===== src/rtl/uart_engine_if.sv =====
// rtl/uart_engine_if.sv - TX write and RX read handshake bundle for uart_engine
interface uart_engine_if;
    logic [7:0] tx_data;
    logic       tx_valid;
    logic       tx_ready;
    logic [7:0] rx_data;
    logic       rx_valid;
    logic       rx_ready;
    logic       rx_perr;
    logic       rx_ferr;

    modport master (
        output tx_data, tx_valid, rx_ready,
        input  tx_ready, rx_data, rx_valid, rx_perr, rx_ferr
    );

    modport slave (
        input  tx_data, tx_valid, rx_ready,
        output tx_ready, rx_data, rx_valid, rx_perr, rx_ferr
    );
endinterface


===== src/rtl/uart_engine.sv =====
// rtl/uart_engine.sv - UART TX/RX engine with FIFOs; UART_ENGINE_LOOPBACK_EN adds a loopback port
module uart_engine #(
    parameter int DATA_BITS  = 8,
    parameter int PARITY     = 0,
    parameter int STOP_BITS  = 1,
    parameter int FIFO_DEPTH = 16
) (
    input  logic         clk,
    input  logic         rst,
`ifdef UART_ENGINE_LOOPBACK_EN
    input  logic         loopback,
`endif
    input  logic [15:0]  baud_div,
    uart_engine_if.slave bus,
    output logic         tx_serial,
    input  logic         rx_serial,
    output logic         irq_tx_empty,
    output logic         irq_rx_full,
    output logic         rx_overrun
);
    localparam int PTR_W = $clog2(FIFO_DEPTH);
    localparam int RX_W  = DATA_BITS + 2;
    localparam logic [2:0] LAST_DATA = 3'(DATA_BITS - 1);
    localparam logic [2:0] LAST_STOP = 3'(STOP_BITS - 1);
    localparam logic [PTR_W:0] PTR_ONE = (PTR_W + 1)'(1);

    typedef enum logic [2:0] {ST_IDLE, ST_START, ST_DATA, ST_PARITY, ST_STOP} state_e;

    // TX FIFO
    logic [DATA_BITS-1:0] tx_mem_q [FIFO_DEPTH];
    logic [PTR_W:0]       tx_wr_q, tx_rd_q;
    logic                 tx_empty, tx_full, tx_push, tx_pop;
    logic [DATA_BITS-1:0] tx_head;

    assign tx_empty     = (tx_wr_q == tx_rd_q);
    assign tx_full      = (tx_wr_q[PTR_W] != tx_rd_q[PTR_W]) &&
                          (tx_wr_q[PTR_W-1:0] == tx_rd_q[PTR_W-1:0]);
    assign bus.tx_ready = !tx_full && !rst;
    assign tx_push      = bus.tx_valid && bus.tx_ready;
    assign tx_head      = tx_mem_q[tx_rd_q[PTR_W-1:0]];

    always_ff @(posedge clk) begin
        if (tx_push) tx_mem_q[tx_wr_q[PTR_W-1:0]] <= bus.tx_data[DATA_BITS-1:0];
    end

    always_ff @(posedge clk) begin
        if (rst) begin
            tx_wr_q <= '0;
            tx_rd_q <= '0;
        end else begin
            if (tx_push) tx_wr_q <= tx_wr_q + PTR_ONE;
            if (tx_pop)  tx_rd_q <= tx_rd_q + PTR_ONE;
        end
    end

    // TX FSM
    state_e               tx_state_q, tx_state_d;
    logic [15:0]          tx_cnt_q, tx_cnt_d, tx_div_q, tx_div_d;
    logic [2:0]           tx_bit_q, tx_bit_d;
    logic [DATA_BITS-1:0] tx_shift_q, tx_shift_d;
    logic                 tx_par_q, tx_par_d, tx_serial_q, tx_serial_d;
    logic                 tx_bit_end, tx_load;

    assign tx_bit_end = (tx_cnt_q == tx_div_q - 16'd1);

    always_ff @(posedge clk) begin
        if (rst) begin
            tx_state_q  <= ST_IDLE;
            tx_cnt_q    <= '0;
            tx_div_q    <= '0;
            tx_bit_q    <= '0;
            tx_shift_q  <= '0;
            tx_par_q    <= 1'b0;
            tx_serial_q <= 1'b1;
        end else begin
            tx_state_q  <= tx_state_d;
            tx_cnt_q    <= tx_cnt_d;
            tx_div_q    <= tx_div_d;
            tx_bit_q    <= tx_bit_d;
            tx_shift_q  <= tx_shift_d;
            tx_par_q    <= tx_par_d;
            tx_serial_q <= tx_serial_d;
        end
    end

    always_comb begin
        tx_state_d  = tx_state_q;
        tx_cnt_d    = tx_cnt_q + 16'd1;
        tx_div_d    = tx_div_q;
        tx_bit_d    = tx_bit_q;
        tx_shift_d  = tx_shift_q;
        tx_par_d    = tx_par_q;
        tx_serial_d = tx_serial_q;
        tx_load     = 1'b0;
        tx_pop      = 1'b0;
        case (tx_state_q)
            ST_IDLE: begin
                tx_cnt_d = '0;
                tx_load  = !tx_empty;
            end
            ST_START: if (tx_bit_end) begin
                tx_state_d  = ST_DATA;
                tx_cnt_d    = '0;
                tx_bit_d    = '0;
                tx_serial_d = tx_shift_q[0];
            end
            ST_DATA: if (tx_bit_end) begin
                tx_cnt_d = '0;
                if (tx_bit_q == LAST_DATA) begin
                    tx_bit_d = '0;
                    if (PARITY != 0) begin
                        tx_state_d  = ST_PARITY;
                        tx_serial_d = tx_par_q;
                    end else begin
                        tx_state_d  = ST_STOP;
                        tx_serial_d = 1'b1;
                    end
                end else begin
                    tx_bit_d    = tx_bit_q + 3'd1;
                    tx_shift_d  = tx_shift_q >> 1;
                    tx_serial_d = tx_shift_d[0];
                end
            end
            ST_PARITY: if (tx_bit_end) begin
                tx_state_d  = ST_STOP;
                tx_cnt_d    = '0;
                tx_serial_d = 1'b1;
            end
            ST_STOP: if (tx_bit_end) begin
                tx_cnt_d = '0;
                if (tx_bit_q == LAST_STOP) begin
                    tx_bit_d   = '0;
                    tx_state_d = ST_IDLE;
                    tx_load    = !tx_empty;
                end else begin
                    tx_bit_d = tx_bit_q + 3'd1;
                end
            end
            default: tx_state_d = ST_IDLE;
        endcase
        // Loading straight from the end of a stop bit keeps frames gap-free
        if (tx_load) begin
            tx_pop      = 1'b1;
            tx_state_d  = ST_START;
            tx_cnt_d    = '0;
            tx_div_d    = baud_div;
            tx_shift_d  = tx_head;
            tx_par_d    = (PARITY == 1) ? ~^tx_head : ^tx_head;
            tx_serial_d = 1'b0;
        end
    end

    // Serial line routing
    logic rx_line;
`ifdef UART_ENGINE_LOOPBACK_EN
    assign rx_line   = loopback ? tx_serial_q : rx_serial;
    assign tx_serial = loopback ? 1'b1 : tx_serial_q;
`else
    assign rx_line   = rx_serial;
    assign tx_serial = tx_serial_q;
`endif

    // RX FIFO
    logic [RX_W-1:0] rx_mem_q [FIFO_DEPTH];
    logic [PTR_W:0]  rx_wr_q, rx_rd_q;
    logic            rx_empty, rx_full, rx_push, rx_pop, rx_wr_en, rx_ovr_q;
    logic [RX_W-1:0] rx_head, rx_word;

    assign rx_empty     = (rx_wr_q == rx_rd_q);
    assign rx_full      = (rx_wr_q[PTR_W] != rx_rd_q[PTR_W]) &&
                          (rx_wr_q[PTR_W-1:0] == rx_rd_q[PTR_W-1:0]);
    assign bus.rx_valid = !rx_empty;
    assign rx_pop       = bus.rx_valid && bus.rx_ready;
    assign rx_wr_en     = rx_push && (!rx_full || rx_pop);
    assign rx_head      = rx_mem_q[rx_rd_q[PTR_W-1:0]];

    always_comb begin
        bus.rx_data = '0;
        bus.rx_perr = 1'b0;
        bus.rx_ferr = 1'b0;
        if (!rx_empty) begin
            bus.rx_data[DATA_BITS-1:0] = rx_head[DATA_BITS-1:0];
            bus.rx_ferr                = rx_head[DATA_BITS];
            bus.rx_perr                = rx_head[DATA_BITS+1];
        end
    end

    always_ff @(posedge clk) begin
        if (rx_wr_en) rx_mem_q[rx_wr_q[PTR_W-1:0]] <= rx_word;
    end

    always_ff @(posedge clk) begin
        if (rst) begin
            rx_wr_q  <= '0;
            rx_rd_q  <= '0;
            rx_ovr_q <= 1'b0;
        end else begin
            if (rx_wr_en) rx_wr_q <= rx_wr_q + PTR_ONE;
            if (rx_pop)   rx_rd_q <= rx_rd_q + PTR_ONE;
            rx_ovr_q <= rx_push && !rx_wr_en;
        end
    end

    // RX synchroniser and FSM
    state_e               rx_state_q, rx_state_d;
    logic [15:0]          rx_cnt_q, rx_cnt_d, rx_div_q, rx_div_d;
    logic [2:0]           rx_bit_q, rx_bit_d;
    logic [DATA_BITS-1:0] rx_shift_q, rx_shift_d;
    logic                 rx_perr_q, rx_perr_d;
    logic                 rx_s1_q, rx_s2_q, rx_prev_q, rx_in, rx_mid, rx_end;

    assign rx_in   = rx_s2_q;
    assign rx_mid  = (rx_cnt_q == (rx_div_q >> 1) - 16'd1);
    assign rx_end  = (rx_cnt_q == rx_div_q - 16'd1);
    assign rx_word = {rx_perr_q, ~rx_in, rx_shift_q};

    always_ff @(posedge clk) begin
        if (rst) begin
            rx_s1_q    <= 1'b1;
            rx_s2_q    <= 1'b1;
            rx_prev_q  <= 1'b1;
            rx_state_q <= ST_IDLE;
            rx_cnt_q   <= '0;
            rx_div_q   <= '0;
            rx_bit_q   <= '0;
            rx_shift_q <= '0;
            rx_perr_q  <= 1'b0;
        end else begin
            rx_s1_q    <= rx_line;
            rx_s2_q    <= rx_s1_q;
            rx_prev_q  <= rx_s2_q;
            rx_state_q <= rx_state_d;
            rx_cnt_q   <= rx_cnt_d;
            rx_div_q   <= rx_div_d;
            rx_bit_q   <= rx_bit_d;
            rx_shift_q <= rx_shift_d;
            rx_perr_q  <= rx_perr_d;
        end
    end

    always_comb begin
        rx_state_d = rx_state_q;
        rx_cnt_d   = rx_cnt_q + 16'd1;
        rx_div_d   = rx_div_q;
        rx_bit_d   = rx_bit_q;
        rx_shift_d = rx_shift_q;
        rx_perr_d  = rx_perr_q;
        rx_push    = 1'b0;
        case (rx_state_q)
            ST_IDLE: begin
                rx_cnt_d = '0;
                if (rx_prev_q && !rx_in) begin
                    rx_state_d = ST_START;
                    rx_div_d   = baud_div;
                    rx_perr_d  = 1'b0;
                end
            end
            // A start bit that is high again at mid-bit was a glitch
            ST_START: if (rx_mid) begin
                rx_cnt_d   = '0;
                rx_bit_d   = '0;
                rx_state_d = rx_in ? ST_IDLE : ST_DATA;
            end
            ST_DATA: if (rx_end) begin
                rx_cnt_d   = '0;
                rx_shift_d = {rx_in, rx_shift_q[DATA_BITS-1:1]};
                if (rx_bit_q == LAST_DATA) begin
                    rx_state_d = (PARITY != 0) ? ST_PARITY : ST_STOP;
                end else begin
                    rx_bit_d = rx_bit_q + 3'd1;
                end
            end
            ST_PARITY: if (rx_end) begin
                rx_cnt_d   = '0;
                rx_perr_d  = (PARITY == 1) ? ~^{rx_shift_q, rx_in} : ^{rx_shift_q, rx_in};
                rx_state_d = ST_STOP;
            end
            ST_STOP: if (rx_end) begin
                rx_push    = 1'b1;
                rx_state_d = ST_IDLE;
            end
            default: rx_state_d = ST_IDLE;
        endcase
    end

    assign irq_tx_empty = tx_empty && (tx_state_q == ST_IDLE);
    assign irq_rx_full  = rx_full;
    assign rx_overrun   = rx_ovr_q;
endmodule

===== src/flat_wrapper.sv =====
// flat-port wrapper written by rule: the top's interface ports become plain ports
module uart_engine_flat 
#(
    parameter int DATA_BITS  = 8,
    parameter int PARITY     = 0,
    parameter int STOP_BITS  = 1,
    parameter int FIFO_DEPTH = 16
)
  (clk, rst, baud_div, tx_serial, rx_serial, irq_tx_empty, irq_rx_full, rx_overrun, bus_tx_data, bus_tx_valid, bus_rx_ready, bus_tx_ready, bus_rx_data, bus_rx_valid, bus_rx_perr, bus_rx_ferr);
  uart_engine_if bus_i ();
  input  logic clk;
  input  logic rst;
  input  logic [15:0] baud_div;
  output logic tx_serial;
  input  logic rx_serial;
  output logic irq_tx_empty;
  output logic irq_rx_full;
  output logic rx_overrun;
  input wire logic [$bits(bus_i.tx_data)-1:0] bus_tx_data;
  input wire logic [$bits(bus_i.tx_valid)-1:0] bus_tx_valid;
  input wire logic [$bits(bus_i.rx_ready)-1:0] bus_rx_ready;
  output wire logic [$bits(bus_i.tx_ready)-1:0] bus_tx_ready;
  output wire logic [$bits(bus_i.rx_data)-1:0] bus_rx_data;
  output wire logic [$bits(bus_i.rx_valid)-1:0] bus_rx_valid;
  output wire logic [$bits(bus_i.rx_perr)-1:0] bus_rx_perr;
  output wire logic [$bits(bus_i.rx_ferr)-1:0] bus_rx_ferr;
  assign bus_i.tx_data = bus_tx_data;
  assign bus_i.tx_valid = bus_tx_valid;
  assign bus_i.rx_ready = bus_rx_ready;
  assign bus_tx_ready = bus_i.tx_ready;
  assign bus_rx_data = bus_i.rx_data;
  assign bus_rx_valid = bus_i.rx_valid;
  assign bus_rx_perr = bus_i.rx_perr;
  assign bus_rx_ferr = bus_i.rx_ferr;
  uart_engine #(.DATA_BITS(DATA_BITS), .PARITY(PARITY), .STOP_BITS(STOP_BITS), .FIFO_DEPTH(FIFO_DEPTH)) u_core (.clk(clk), .rst(rst), .baud_div(baud_div), .bus(bus_i), .tx_serial(tx_serial), .rx_serial(rx_serial), .irq_tx_empty(irq_tx_empty), .irq_rx_full(irq_rx_full), .rx_overrun(rx_overrun));
endmodule

===== config.mk =====
export PLATFORM = sky130hd
export DESIGN_NAME = uart_engine_flat
export DESIGN_NICKNAME = d
export VERILOG_FILES = /design/src/rtl/uart_engine_if.sv /design/src/rtl/uart_engine.sv /design/src/flat_wrapper.sv
export SDC_FILE = /design/constraint.sdc
export NUM_CORES = 1
export LEC_CHECK = 0
export ABC_AREA = 1
export BUFFER_PORTS_ARGS = -buffer_cell sky130_fd_sc_hd__buf_2
export CAP_MARGIN = 30
export CORE_MARGIN = 1
export CORE_UTILIZATION = 40
export CTS_BUF_LIST = sky130_fd_sc_hd__clkbuf_8
export CTS_CLUSTER_SIZE = 14
export DETAILED_ROUTE_END_ITERATION = 12
export MAX_ROUTING_LAYER = met4
export PLACE_DENSITY = 0.68
export SLEW_MARGIN = 20
export SYNTH_ARGS = -nofsm -noshare
export SYNTH_HDL_FRONTEND = slang
export SYNTH_SLANG_ARGS = --single-unit
export TNS_END_PERCENT = 20

===== constraint.sdc =====
create_clock -name clk -period 3 [get_ports clk]
set_clock_uncertainty 0.15 [all_clocks]
set_input_delay 0.6 -clock clk [delete_from_list [all_inputs] [get_ports clk]]
set_output_delay 0.6 -clock clk [all_outputs]
set_load 0.02 [all_outputs]

After elaboration in Yosys (flattened, before gate mapping)
Memories as Yosys holds them, arrays and structs flattened. A register that Yosys moved wholly into a read port is not among the register bits.
Index checks and enable logic that the tools add are counted.
Widths: inputs -> output; s select.
{"block": "word_totals", "ramBits": 288, "ff_bits": 118, "inputBits": 29, "out_inout_bits": 16, "n_memories": 2}
{"name": "u_core.rx_mem_q", "words": 16, "width": 10, "rd": 1, "rd_clocked_by_memory_dff": 1, "write_ports": 1, "line": "uart_engine.sv:164", "text": "logic [RX_W-1:0] rx_mem_q [FIFO_DEPTH];"}
{"name": "u_core.tx_mem_q", "words": 16, "width": 8, "rd": 1, "rd_clocked_by_memory_dff": 1, "write_ports": 1, "line": "uart_engine.sv:30", "text": "logic [DATA_BITS-1:0] tx_mem_q [FIFO_DEPTH];"}
{"block": "classes", "n_mux": 61, "reduce_logical": 40, "bitwise": 2, "n_eq_ne": 40, "add_sub_neg": 11}
{"op": "$mux 3", "count": 20}
{"op": "$eq 16x16->1", "count": 3}
{"op": "$mux 16", "count": 3}
{"op": "$pmux 16 s3", "count": 1}
{"op": "$mux 8", "count": 5}
{"op": "$add 16x1->16 const B", "count": 2}
{"op": "$pmux 16 s2", "count": 1}
{"op": "$sub 16x1->16 const B", "count": 2}
{"op": "$pmux 3 s5", "count": 2}
{"op": "$ne 2x1->1 const B", "count": 14}
{"op": "$add 5x1->5 const B", "count": 4}
{"op": "$mux 1", "count": 19}
{"op": "$ne 3x1->1 const B", "count": 6}
{"op": "$mux 4", "count": 4}
{"op": "$sub 15x1->16 const B", "count": 1}
{"op": "$reduce_and 7->1", "count": 2}
{"op": "$eq 3x2->1 const B", "count": 4}
{"op": "$eq 3x3->1 const B", "count": 4}
{"op": "$reduce_and 4->1", "count": 3}
{"op": "$eq 5x5->1", "count": 2}
{"op": "$logic_and 1x1->1", "count": 9}
{"op": "$logic_not 3->1", "count": 3}
{"op": "$pmux 3 s3", "count": 1}
{"op": "$reduce_xor 9->1", "count": 1}
{"op": "20 further kinds", "count": 38}

Depth between registers and ports, before layout
{"block": "logic_depth", "depth_word": 8, "ltp_mapped": 20, "depth_no_buf": 19}

Worst setup path before layout
OpenSTA, ideal clock, no wires.
{"block": "synth_timing", "path_kind": "register to register", "startpoint": "reg u_core.rx_div_q[2]", "endpoint": "mem u_core.rx_mem_q[12][0] (netlist name) (enable)", "arrival_ns": 2.607, "setup_time_ns": 0.390, "path_slack_ns": -0.147, "path_stages_with_launch": 14, "cell_sequence": "dfxtp_1 > inv_1 > ha_1 > nand2_1 > buf_2 > nand4_1 > nand3_1 > nand2_1 > nor2_1 > nand4_1 > nor2_1 > nand4_2 > buf_2 > nor3_1"}
{"block": "synth_via", "elab_chain_len": 7}
{"element": "start, declared", "line": "uart_engine.sv:206", "text": "logic [15:0] rx_cnt_q, rx_cnt_d, rx_div_q, rx_div_d;"}
{"element": "start signal, assigned", "line": "uart_engine.sv:234", "text": "rx_div_q <= rx_div_d;"}
{"element": "$sub 16x1->16", "line": "uart_engine.sv:214", "text": "assign rx_end = (rx_cnt_q == rx_div_q - 16'd1);"}
{"element": "$eq 16x16->1", "line": "uart_engine.sv:214"}
{"element": "$mux 1", "line": "uart_engine.sv:278", "text": "ST_STOP: if (rx_end) begin"}
{"element": "$mux 1", "line": "uart_engine.sv:249", "text": "case (rx_state_q)"}
{"element": "$logic_and 1x1->1", "line": "uart_engine.sv:174", "text": "assign rx_wr_en = rx_push && (!rx_full || rx_pop);"}
{"element": "$mux 1", "line": "uart_engine.sv:189", "text": "if (rx_wr_en) rx_mem_q[rx_wr_q[PTR_W-1:0]] <= rx_word;"}
{"element": "$mux 1 (implied by the code)", "line": "uart_engine.sv:189"}
{"element": "end, declared", "line": "uart_engine.sv:164"}
Every way passes these cells.

==> flow_metrics.py <==
metrics = {
    "clock_tree": {
        "cts_made_buffers": 70,
        "cts_root_buffer": "clkbuf_8",
        "cts_tree": "yes",
        "insertion_delay_ns": 0.63,
        "h-tree-depth": 3,
        "clk_pin_slew_ns": 0.06,
        "clock_path_buffers": 3,
        "clock_sinks": 414,
    },
    "global_routing": {
        "grt_usage": 0.2015,
        "grt_max_degree": 47,
        "grt_pass1_vias": 14512,
        "grt-ovfl-total": 0,
        "antenna_found_initial": 1,
        "grt_pass1_wl_mm": 76.11,
    },
    "layout": {
        "fin_nets": 2234,
        "drive_gt1_frac": 0.1507,
        "final_util": 0.4710,
        "diodes": 0,
        "fillers": 4342,
        "area_growth_syn_to_layout_pct": 16.10,
    },
    "logic_synthesis": {
        "synth_compound_gate_area_share": 0.1117,
        "synthArstFlopShare": 0,
        "synthXorXnorAreaFrac": 0.03113,
        "ys_ff_latch": 414,
        "synth_top_family_by_area": "simple AND/OR/NAND/NOR gates",
        "synth_cell_types": 47,
        "synth_fa_ha_area_frac": 0.01356,
        "synth_mux_area_frac": 0.02067,
        "yosysTopAreaCell": "edfxtp_1",
        "synth-simple-area-share": 0.1851,
        "syn_area_um2": 19370,
        "synth-edff-count": 288,
        "synth_ff_type": "edfxtp_1",
        "synthTopCellsByCount": "316 x nand2_1, 288 x edfxtp_1, 250 x nor2_1",
        "synth.area.top_cells": "edfxtp_1 45%, dfxtp_1 13%, nand2_1 6.1%",
        "syn_avg_cell_area_um2": 9.459,
        "seq_area_frac_synth": 0.5767,
        "yosys.cell_count.top_type": "nand2_1",
        "netlist.area_leader.share": 0.4465,
        "synth.net_count": 2098,
        "ys_warn_count": 0,
        "synthCells": 2048,
    },
    "pwr": {
        "netSwitchingFraction": 0.3649,
        "p_leak_nw": 8.794,
        "pwr-share-comb": 0.317,
        "clockPowerShare": 0.278,
        "switching_power_mw": 6.013,
        "seqPwrFrac": 0.405,
        "ir_worst_vdd_uv": 371.8,
        "p_int_mw": 10.47,
        "power.density_nw_per_um2": 732.7,
    },
    "sta": {
        "fmax_ghz": 0.3400,
        "hold_ws_ns": 0.07385,
        "final-setup-viol-count": 0,
        "worst_slack_ns": 0.05923,
        "final_hold_viol_count": 0,
        "final.period_utilization": 0.9803,
        "slew_violations": 0,
        "fin_crit_ns": 2.941,
        "grt_setup_unrepaired": "yes",
        "slew_headroom": 0.4175,
        "max_slew.worst_pin.slew_ns": 0.8727,
    },
    "setup_path": {
        "r2r_slack_ns": 0.10,
        "critPathArrivalTime_ns": 2.19,
        "r2r-start": "u_core.rx_div_q[1]$_SDFFE_PP0P_",
        "critPathKind": "reg -> out",
        "worst_r2r_path_depth": 13,
        "cp.required_ns": 2.25,
        "regToRegEndpoint": "u_core.rx_mem_q[3][3]$_DFFE_PP_",
        "worstSetupStartpointType": "flop",
        "end_kind": "primary output",
        "path_max_fanout": 7,
    },
    "floorplanning": {
        "start_util": 0.4057,
        "die_height_um": 222.1,
        "core_area_um2": 47750,
        "die-area_um2": 49310,
        "die-width_um": 222.1,
        "io-pin-count": 45,
        "std_cell_rows": 80,
    },
    "worst_hold_path": {
        "hold_path.class": "in -> reg",
        "min_to": "u_core.rx_div_q[4]$_SDFFE_PP0P_",
        "hold_path_depth": 3,
        "hold_start": "baud_div[4]",
    },
    "route": {
        "vias": 14974,
        "drc_errors": 0,
        "ant_nets": 0,
        "wl_per_cell_um": 17.16,
        "drt_first_pass_iters": 5,
        "wl_mm": 48.93,
        "post_drt_via_cell_ratio": 5.252,
        "drtIter0Drc": 1359,
    },
    "placed_design": {
        "pre_cts_ws_ns": 0.1120,
        "port_buffers": 44,
        "hpwl_mm": 32.63,
        "gp_congestion": 0.9562,
    },
    "run_status": {
        "outcome": "finished clean",
    },
    "run": {
        "drv_cap": 0,
    },
}
-- critical path: stages, from the launching register on --
cell      delay [ns]
dfxtp_4         0.40
buf_12          0.14
buf_4           0.13
mux2i_1         0.13
o211ai_1        0.28
nand3_1         0.16
a21oi_2         0.15
buf_4           0.15
-- power groups by stage --
| stage | Sequential (mW) | Clock, mW | Combinational (mW) |
|---|---|---|---|
| after floorplan | 6.68 | 0 | 3.86 |
| final | 6.67 | 4.58 | 5.23 |
| after detailed placement | 6.78 | 0 | 4.98 |
| after global placement | 6.77 | 0 | 4.86 |
| after global routing | 6.70 | 4.91 | 5.90 |
| after CTS | 6.66 | 4.68 | 5.03 |
-- flip-flops by register name, indices dropped and copies added (netlist names), 5 cells and up, named ones only --
signal and count:
u_core.rx_mem_q 160, u_core.rx_cnt_q 16, u_core.tx_wr_q 5, u_core.rx_shift_q 8, u_core.tx_div_q 16, u_core.rx_wr_q 5, u_core.tx_shift_q 8, u_core.rx_div_q 16
u_core.rx_rd_q 5, u_core.tx_mem_q 128, u_core.tx_rd_q 5, u_core.tx_cnt_q 16
-- placed cells by master (no fill, tap or decap), types with 19 or more instances in the layout --
cell type,netlist,final
mux2i_1,40,40
nor3_1,40,23
buf_4,3,88
a21oi_1,121,113
buf_2,10,38
clkbuf_8,0,74
xnor2_1,24,24
inv_1,217,236
ha_1,21,19
o22ai_1,25,25
o211ai_1,40,40
o21ai_0,172,167
nand4_1,26,26
xor2_1,43,43
nor2_1,250,245
dfxtp_1,126,119
edfxtp_1,288,288
nand2_1,316,314
nand3_1,115,113
-- how the worst max path moves through the flow --
stage	cells past startpoint	end	from	slack [ns]
finish	7	bus_rx_data[3]	flop	0.06
global route	12	u_core.rx_mem_q[3][3]$_DFFE_PP_	u_core.rx_div_q[2]$_SDFFE_PP0P_	-0.06
CTS	8	bus_rx_data[0]	flop	0.008
detailed placement	15	u_core.rx_mem_q[9][0]$_DFFE_PP_	u_core.rx_div_q[1]$_SDFFE_PP0P_	0.11
global placement	15	u_core.rx_mem_q[14][6]$_DFFE_PP_	u_core.rx_div_q[1]$_SDFFE_PP0P_	0.19
floorplan	13	u_core.rx_mem_q[12][0]$_DFFE_PP_	u_core.rx_div_q[2]$_SDFFE_PP0P_	-0.15
-- area by class of cell --
type                            count  area [um^2]  share of cell area
Timing Repair inverter              3        22.52            0.001001
Timing Repair Buffer              142         1104             0.04907
Tap cell                          615        769.5             0.03422
Clock buffer                       74         1018             0.04529
Inverter                          224        848.3             0.03772
Sequential cell                   414        11180              0.4973
Clock inverter                     50        246.5             0.01096
Multi-Input combinational cell   1329         7296              0.3244
-- per-stage QoR --
step	std cells	TNS, ns	total power, mW	cell area, um^2
final	2851	0	16.48	22490
after global routing	2851	-1.590	17.51	22490
after CTS	2828	0	16.36	21960
after detailed placement	2696	0	11.75	20600
after global placement	2695	0	11.63	20590
after floorplan	2048	-14.69	10.54	19370
-- routing by layer --
metal,GRT usage,vias to the layer above,routed length (um)
met4,0.06340,0,1301
met2,0.3315,496,23880
met3,0.03697,119,2972
li1,-,7272,-
met1,0.2508,7087,20780
met5,-,-,0
-- cells by family (layout without fill, tap and decap cells) --
family                     count (synthesis)  in the layout
AOI/OAI and AO/OA                        388            388
xor gates and xnor gates                  68             68
adders and majority gates                 21             21
buffers and inverters                    305            493
DFF                                      414            414
muxes                                     40             40
and+or+nand+nor                          812            812
-- timing repair --
action / 4_1_cts / 5_1_grt
pin swaps: 0 / 15
gates cloned: 1 / 19
resized for setup: 4 / 122
endpoints found under the setup margin: 10 / 216
endpoints found under the hold margin: 1 / 0
buffers inserted: 6 / 4
hold buffers: 1 / 0
(Power assumes the default switching activity.)
